File: config.mk
export PLATFORM = sky130hd
export DESIGN_NAME = arp_controller_flat
export DESIGN_NICKNAME = d
export VERILOG_FILES = /design/src/rtl/arp_controller_if.sv /design/src/rtl/arp_controller.sv /design/src/flat_wrapper.sv
export SDC_FILE = /design/constraint.sdc
export NUM_CORES = 1
export LEC_CHECK = 0
export CAP_MARGIN = 15
export CORE_MARGIN = 2
export CORE_UTILIZATION = 47
export CTS_CLUSTER_DIAMETER = 120
export DETAILED_ROUTE_END_ITERATION = 8
export DONT_BUFFER_PORTS = 1
export MAX_ROUTING_LAYER = met4
export SYNTH_ARGS = -nofsm -noshare
export SYNTH_HDL_FRONTEND = slang
export SYNTH_SLANG_ARGS = --single-unit
File: constraint.sdc
create_clock -name CLK -period 3.78 [get_ports CLK]
set_clock_uncertainty 0.1 [all_clocks]
set_input_delay 0.756 -clock CLK [delete_from_list [all_inputs] [get_ports CLK]]
set_output_delay 0.756 -clock CLK [all_outputs]
set_load 0.05 [all_outputs]
File: src/rtl/arp_controller_if.sv
// arp_controller_if: groups the key/switch inputs and the engine-facing
// outputs of arp_controller into one bundle.
//   master - the side that drives keys, switches, rate and tap (board/bench)
//   slave  - the arp_controller itself
interface arp_controller_if;
  logic [3:0]  key_in;
  logic        arp_on;
  logic        latch_mode;
  logic [2:0]  rate_sel;
  logic        tap;
  logic [3:0]  key_out;
  logic        arp_enable;
  logic [15:0] countermax;
  logic        latched;

  modport master (
    output key_in,
    output arp_on,
    output latch_mode,
    output rate_sel,
    output tap,
    input  key_out,
    input  arp_enable,
    input  countermax,
    input  latched
  );

  modport slave (
    input  key_in,
    input  arp_on,
    input  latch_mode,
    input  rate_sel,
    input  tap,
    output key_out,
    output arp_enable,
    output countermax,
    output latched
  );
endinterface

File: src/rtl/arp_controller.sv
// arp_controller: front end for the Arpeggiator step engine.
// Conditions the four key inputs (live chord or latched chord), gates the
// engine Enable, and produces the 16-bit countermax step period from a rate
// selector. All outputs are registered; RESET is synchronous, active-high.
//
// Optional feature: define ARP_TAP_TEMPO_EN to add tap-tempo measurement.
// The interval between two taps (in clocks, shifted right by TAP_SHIFT) then
// replaces BASE_PERIOD as the base period. Without the macro, tap is ignored.
module arp_controller #(
  parameter logic [15:0] BASE_PERIOD = 16'd50000,
  parameter int unsigned TAP_SHIFT   = 8
) (
  input  logic             CLK,
  input  logic             RESET,
  arp_controller_if.slave  bus
);

  typedef enum logic [1:0] {
    IDLE    = 2'd0,
    RUN     = 2'd1,
    LATCHED = 2'd2
  } state_t;

  state_t      state;
  state_t      state_next;
  logic [3:0]  chord;
  logic [3:0]  chord_next;
  logic [3:0]  key_prev;
  logic        arp_enable;
  logic        latched;
  logic [15:0] period_base;
  logic [15:0] period_shifted;
  logic [15:0] countermax;
  logic [15:0] countermax_next;

  // The engine sees the registered chord, enable, status and period directly
  assign bus.key_out    = chord;
  assign bus.arp_enable = arp_enable;
  assign bus.latched    = latched;
  assign bus.countermax = countermax;

  // Next state and next chord; the master switch overrides every other rule
  always_comb begin
    state_next = state;
    chord_next = chord;
    case (state)
      IDLE: begin
        chord_next = 4'd0;
        if (bus.arp_on) begin
          state_next = RUN;
        end else begin
          state_next = IDLE;
        end
      end
      RUN: begin
        if (bus.latch_mode) begin
          // A press after a full release starts a new chord; otherwise
          // keys accumulate into the held chord.
          if ((key_prev == 4'd0) && (bus.key_in != 4'd0)) begin
            chord_next = bus.key_in;
          end else begin
            chord_next = chord | bus.key_in;
          end
          if ((bus.key_in == 4'd0) && (chord != 4'd0)) begin
            state_next = LATCHED;
          end else begin
            state_next = RUN;
          end
        end else begin
          chord_next = bus.key_in;
          state_next = RUN;
        end
      end
      LATCHED: begin
        if (bus.key_in != 4'd0) begin
          state_next = RUN;
          chord_next = bus.key_in;
        end else if (!bus.latch_mode) begin
          state_next = RUN;
          chord_next = 4'd0;
        end else begin
          state_next = LATCHED;
          chord_next = chord;
        end
      end
      default: begin
        state_next = IDLE;
        chord_next = 4'd0;
      end
    endcase
    if (!bus.arp_on) begin
      state_next = IDLE;
      chord_next = 4'd0;
    end else begin
      state_next = state_next;
    end
  end

  // State, chord, previous-key history and the derived status outputs
  always_ff @(posedge CLK) begin
    if (RESET) begin
      state      <= IDLE;
      chord      <= 4'd0;
      key_prev   <= 4'd0;
      arp_enable <= 1'b0;
      latched    <= 1'b0;
    end else begin
      state      <= state_next;
      chord      <= chord_next;
      key_prev   <= bus.key_in;
      arp_enable <= (state_next != IDLE) && (chord_next != 4'd0);
      latched    <= (state_next == LATCHED);
    end
  end

  // Rate division; a shift past all significant bits clamps to one clock
  always_comb begin
    period_shifted = period_base >> bus.rate_sel;
    if (period_shifted == 16'd0) begin
      countermax_next = 16'd1;
    end else begin
      countermax_next = period_shifted;
    end
  end

  // Step period register feeding the engine
  always_ff @(posedge CLK) begin
    if (RESET) begin
      countermax <= BASE_PERIOD;
    end else begin
      countermax <= countermax_next;
    end
  end

`ifdef ARP_TAP_TEMPO_EN
  localparam logic [23:0] TAP_CNT_SAT = 24'hFFFFFF;

  logic [23:0] tap_cnt;
  logic [23:0] tap_scaled;
  logic [15:0] tap_period;

  // Scale the measured interval and clamp it into the 16-bit period range
  always_comb begin
    tap_scaled = tap_cnt >> TAP_SHIFT;
    if (tap_scaled == 24'd0) begin
      tap_period = 16'd1;
    end else if (tap_scaled > 24'h00FFFF) begin
      tap_period = 16'hFFFF;
    end else begin
      tap_period = tap_scaled[15:0];
    end
  end

  // Tap interval counter and captured base period; a saturated counter
  // means there was no previous tap, so that tap only restarts timing.
  always_ff @(posedge CLK) begin
    if (RESET) begin
      tap_cnt     <= TAP_CNT_SAT;
      period_base <= BASE_PERIOD;
    end else if (bus.tap) begin
      tap_cnt <= 24'd0;
      if (tap_cnt != TAP_CNT_SAT) begin
        period_base <= tap_period;
      end else begin
        period_base <= period_base;
      end
    end else begin
      period_base <= period_base;
      if (tap_cnt != TAP_CNT_SAT) begin
        tap_cnt <= tap_cnt + 24'd1;
      end else begin
        tap_cnt <= tap_cnt;
      end
    end
  end
`else
  localparam int unsigned unused_tap_shift = TAP_SHIFT;
  logic unused_tap;

  // Without tap tempo the base period is fixed and the tap input is dropped
  assign period_base = BASE_PERIOD;
  assign unused_tap  = bus.tap;
`endif

endmodule

File: src/flat_wrapper.sv
// flat-port wrapper written by rule: the top's interface ports become plain ports
module arp_controller_flat 
#(
  parameter logic [15:0] BASE_PERIOD = 16'd50000,
  parameter int unsigned TAP_SHIFT   = 8
)
  (CLK, RESET, bus_key_in, bus_arp_on, bus_latch_mode, bus_rate_sel, bus_tap, bus_key_out, bus_arp_enable, bus_countermax, bus_latched);
  arp_controller_if bus_i ();
  input  logic CLK;
  input  logic RESET;
  input wire logic [$bits(bus_i.key_in)-1:0] bus_key_in;
  input wire logic [$bits(bus_i.arp_on)-1:0] bus_arp_on;
  input wire logic [$bits(bus_i.latch_mode)-1:0] bus_latch_mode;
  input wire logic [$bits(bus_i.rate_sel)-1:0] bus_rate_sel;
  input wire logic [$bits(bus_i.tap)-1:0] bus_tap;
  output wire logic [$bits(bus_i.key_out)-1:0] bus_key_out;
  output wire logic [$bits(bus_i.arp_enable)-1:0] bus_arp_enable;
  output wire logic [$bits(bus_i.countermax)-1:0] bus_countermax;
  output wire logic [$bits(bus_i.latched)-1:0] bus_latched;
  assign bus_i.key_in = bus_key_in;
  assign bus_i.arp_on = bus_arp_on;
  assign bus_i.latch_mode = bus_latch_mode;
  assign bus_i.rate_sel = bus_rate_sel;
  assign bus_i.tap = bus_tap;
  assign bus_key_out = bus_i.key_out;
  assign bus_arp_enable = bus_i.arp_enable;
  assign bus_countermax = bus_i.countermax;
  assign bus_latched = bus_i.latched;
  arp_controller #(.BASE_PERIOD(BASE_PERIOD), .TAP_SHIFT(TAP_SHIFT)) u_core (.CLK(CLK), .RESET(RESET), .bus(bus_i));
endmodule
# After elaboration in Yosys (flattened, before gate mapping)

Cells that the tools add are included.

Equal/unequal tests: 3
Shifts and indexed selects: 1
Muxes and demuxes: 13
Bitwise operators: 1
Reduce and logical (&&, ||, !) cells: 12

Operator list:

| cell                  | number |
|---|---|
| $mux 4                | 5 |
| $logic_not 16->1      | 1 |
| $mux 16               | 1 |
| $shr 16x3->16 const A | 1 |
| $reduce_bool 4->1     | 3 |
| $mux 2                | 5 |
| $logic_not 4->1       | 2 |
| $pmux 4 s2            | 1 |
| $pmux 2 s3            | 1 |
| $eq 2x2->1 const B    | 2 |
| $or 4x4->4            | 1 |
| $logic_and 1x1->1     | 3 |
| $eq 2x1->1 const B    | 1 |
| $logic_not 2->1       | 1 |
| $reduce_bool 2->1     | 1 |
| $reduce_or 2->1       | 1 |

Flip-flop bits (word level): 28
Bits of input ports: 12
Logic and storage cells: 37

# Longest topological paths before layout

Word-level depth: 8
Gate-level depth with buffers: 6
Mapped depth without buffers: 5

# Worst setup path before layout

No wires, ideal clock.

Path kind: input port to flip-flop
From: input port bus_rate_sel[2]
To: register u_core.countermax[2], in the netlist u_core.bus.countermax[2]
Arrival time: 1.827 ns
Data required time: 3.566 ns
Slack: 1.740 ns
Cell stages on the path: 6
Path through: buf_2 > inv_1 > ha_1 > nor4bb_1 > a31o_2 > nor2_1

Word-level cells in the longest chain between the ends: 3

RTL lines:

| what                             | RTL line              | text |
|---|---|---|
| from (decl)                      | flat_wrapper.sv:14    | `input wire logic [$bits(bus_i.rate_sel)-1:0] bus_rate_sel;` |
| $shr 16x3->16 (*)                | arp_controller.sv:118 | `period_shifted = period_base >> bus.rate_sel;` |
| $logic_not 16->1                 | arp_controller.sv:119 | `if (period_shifted == 16'd0) begin` |
| $reduce_or 2->1 (no source line) | n/a                   |  |
| to (signal assigned)             | arp_controller.sv:131 | `countermax <= countermax_next;` |
| to (decl)                        | arp_controller.sv:33  | `logic [15:0] countermax;` |

Mark *: on every way between the ends. The rest lies on a longest branch, timed or not.
A chain may end at the register's enable or synchronous reset.

# Worst setup path in the final report

From: input port bus_key_in[2]
To: register u_core.state[0]

Word-level cells in the longest chain between the ends: 6
Elaborated cells on any way between the ends: 8
Those cells by class: 5 x mux; 3 x reduce/logical

RTL lines:

| what                 | RTL line              | text |
|---|---|---|
| from (decl)          | flat_wrapper.sv:11    | `input wire logic [$bits(bus_i.key_in)-1:0] bus_key_in;` |
| $logic_not 4->1      | arp_controller.sv:64  | `if ((bus.key_in == 4'd0) && (chord != 4'd0)) begin` |
| $logic_and 1x1->1    | arp_controller.sv:64  |  |
| $mux 2               | arp_controller.sv:64  |  |
| $mux 2               | arp_controller.sv:56  | `if (bus.latch_mode) begin` |
| $pmux 2 s3 (*)       | arp_controller.sv:46  | `case (state)` |
| $mux 2 (*)           | arp_controller.sv:91  | `if (!bus.arp_on) begin` |
| to (signal assigned) | arp_controller.sv:108 | `state <= state_next;` |
| to (decl)            | arp_controller.sv:24  | `state_t state;` |

Marked as above.

==> impl_results.md <==
* GPL Wtd Cong at 0.751
* Post-synthesis sequential area ratio at 0.466
* Clock H-tree levels at 1
* Die H at 54.6 µm
* Sequential power share at 0.602
* Setup Buffers After CTS at 0
* CORE AREA at 2450 µm²
* Comb power frac at 0.065
* CTS root buf: clkbuf_4
* Max-Slew Margin vs Limit at 0.337
* Cell area after layout at 1260 µm²
* CTS buffer count at 3
* Switch share at 0.258
* Worst-path maximum fanout at 12
* Synth Area in Compound Gates at 0.143
* Number of fill cells in the layout at 233
* Critical setup path kind: input pin to flip-flop
* Measured slew at the worst slew-check pin at 0.986 ns
* Drt total wl at 2200 µm
* Multiplexer area fraction after synthesis at 0
* Min Hold Slack at 0.375 ns
* Initial antenna violation count at 0
* TritonCTS Sinks at 28
* Iteration-0 DRC Markers at 8
* Inst Count DP at 147
* Simple-Gate Fraction of Synth Area at 0.207
* Die area at 2980 µm²
* Max clock buf depth at 2
* Layout area overhead at 4.68%
* Port bufs at 0
* Worst path bufs/invs at 0
* Yosys top cell by area: dfxtp_1
* Tmin final at 2.02 ns
* Syn nets at 148
* Non-Filler Instances at 151
* Crit path max-delay family: simple AND/OR/NAND/NOR gates
* Setup Viol. Count Final at 0
* Cells after Synth at 124
* CTS Hold Buffers Added at 0
* Pins Over Slew Limit at 0
* Vias at 859
* Hpwl dp at 1620 µm
* Setup crit start kind: input pin
* Die Width at 54.6 µm
* First-pass GRT wire length at 3340 µm
* # IOs at 34
* Final antenna diode count at 0
* Max Cap Viol at 0
* Pin count of the biggest net entering global routing at 20
* Clock Power Share at 0.333
* Largest family of logic cells by synthesized area: simple AND/OR/NAND/NOR gates
* DRC errors left at 0
* Worst-path clk slew at 0.15 ns
* Synth top area share at 0.466
* Synth warn at 0
* Final #Nets at 146
* Post-Synth XOR/XNOR Area at 0
* Net load switching power at 0.151 mW
* Final Hold Violating Endpoints at 0
* CTS tree: done
* Power density over cell area at 464 nW/µm²
* Synthesized area per cell at 9.70 µm²
* CP required at 3.91 ns
* Starting Density at 0.490
* Post-Syn Area at 1200 µm²
* Number of global-route vias before repair at 795
* Critical Path Max Stage Delay at 0.84 ns
* Setup_tns at 0 ns
* Unrepaired setup endpoints after global routing: no
* CTS resizes at 0
* Commonest non-fill, non-tap cell in the layout: dfxtp_1
* Total global-route track usage at 0.161
* Slowest CP cell: nor4_2
* Vias per inst at 5.69
* CP endpoint kind: flip-flop
* Placement Cell Area at 1210 µm²
* Layout cells sized above 1 at 0.0826
* Final period utilization at 0.533
* Worst vdd ir at 0.307 mV
* Status: complete, no violations
* Post-Synth Adder-Cell Area at 0.125
* Yosys cell types at 34
* Row count at 18
* Worst-Skew Late Latency at 0.32 ns
* Routed len/inst at 14.6 µm
* Drt first pass iters at 4
* CP arrival at 2.14 ns
* Leakage power at 0.513 nW
* Max Fclk at 496 MHz
* Hold Crit Class: input pin to flip-flop
* Synthesized flop and latch total at 28
* Int Power at 0.433 mW
* Crit-path cells: nor4_2 -> a21boi_0 -> o311a_1
* Leading post-synthesis cells by cell area: dfxtp_1 47%, ha_1 12%, nand2_1 3.4%
* GR Overflow Total at 0
* Commonest cells after routing, fill and taps aside: 28 x dfxtp_1, 12 x ha_1, 11 x nand2_1, 10 x inv_1
* Final ANT Viol Nets at 0
==> per-layer routing <==
| metal | global-route usage | up-vias | wire [µm] |
|---|---|---|---|
| met3 | 0.0355 | 2 | 112 |
| met1 | 0.174 | 403 | 914 |
| met2 | 0.278 | 29 | 1160 |
| li1 | - | 425 | - |
| met5 | - | - | 0 |
| met4 | 0.0750 | 0 | 15 |
==> synth_stat cells, drive strengths merged <==
master   instances
a21boi           1
nand2b           2
inv             10
clkbuf           1
nor4             2
nor2             8
o211ai           4
a21o             2
or3              1
o21ai            2
nor3b            2
o2111ai          4
a31o             1
or4              2
nor3             1
a21oi            8
or2              1
nand3            1
nor4b            1
nand4b           1
nand2           11
ha              12
a211oi           1
nor2b            3
and4b            1
buf              6
nand4            4
o311a            1
o21bai           1
dfxtp           28
nor4bb           1
==> worst register-to-register path: stages (launching register included) <==
cell and delay [ns]:
dfxtp_1 0.53, or4_4 0.65, nand4b_1 0.12, o311a_1 0.17
==> layout make-up <==
type,instances,area [µm²],area share
well taps,30,37.5,0.0298
clock buffers,3,22.5,0.0179
clock inverters,1,30.0,0.0239
flip-flops and latches,28,561,0.445
inverters,10,37.5,0.0298
multi-input cells,79,571,0.453
==> metrics by stage <==
step                utilization  power, mW  setup slack, ns
floorplan                     -      0.391             1.74
CTS                       0.513      0.589             1.84
detailed placement        0.491      0.396             1.47
global route              0.513      0.607             1.69
finish                    0.513      0.584             1.76
global placement          0.491      0.396             1.48
==> path summary, 6_finish.rpt <==
path / startpoint / slack (ns) / cells after the start / endpoint
max: bus_key_in[2] / 1.76 / 3 / u_core.state[0]
min: RESET / 0.38 / 1 / u_core.key_prev[0]
min reg2reg: u_core.key_prev[0] / 0.59 / 3 / u_core.bus.key_out[2]
max reg2reg: u_core.bus.key_out[2] / 2.16 / 3 / u_core.state[0]
==> state kept, by name, summed over array words and instances, names as in the netlist <==
name / cells
u_core.bus.countermax: 16
u_core.bus.key_out: 4
u_core.key_prev: 4
u_core.state: 2
u_core.bus.arp_enable: 1
u_core.bus.latched: 1
==> logic make-up (layout without fill, tap and decap cells) <==
kind of cell,count (synthesis),count (layout)
compound gates,25,25
fa+ha+maj,12,12
buf+inv,17,14
flops,28,28
simple gates,42,42
==> power groups by stage <==
stage | clock (mW) | combinational, mW | sequential, mW
4_1_cts | 0.199 | 0.0384 | 0.352
3_5_place_dp | 0 | 0.0381 | 0.358
6_report | 0.194 | 0.0382 | 0.351
3_3_place_gp | 0 | 0.0375 | 0.358
2_1_floorplan | 0 | 0.0348 | 0.357
5_1_grt | 0.210 | 0.0435 | 0.353
Power figures use the tool's default switching activity.
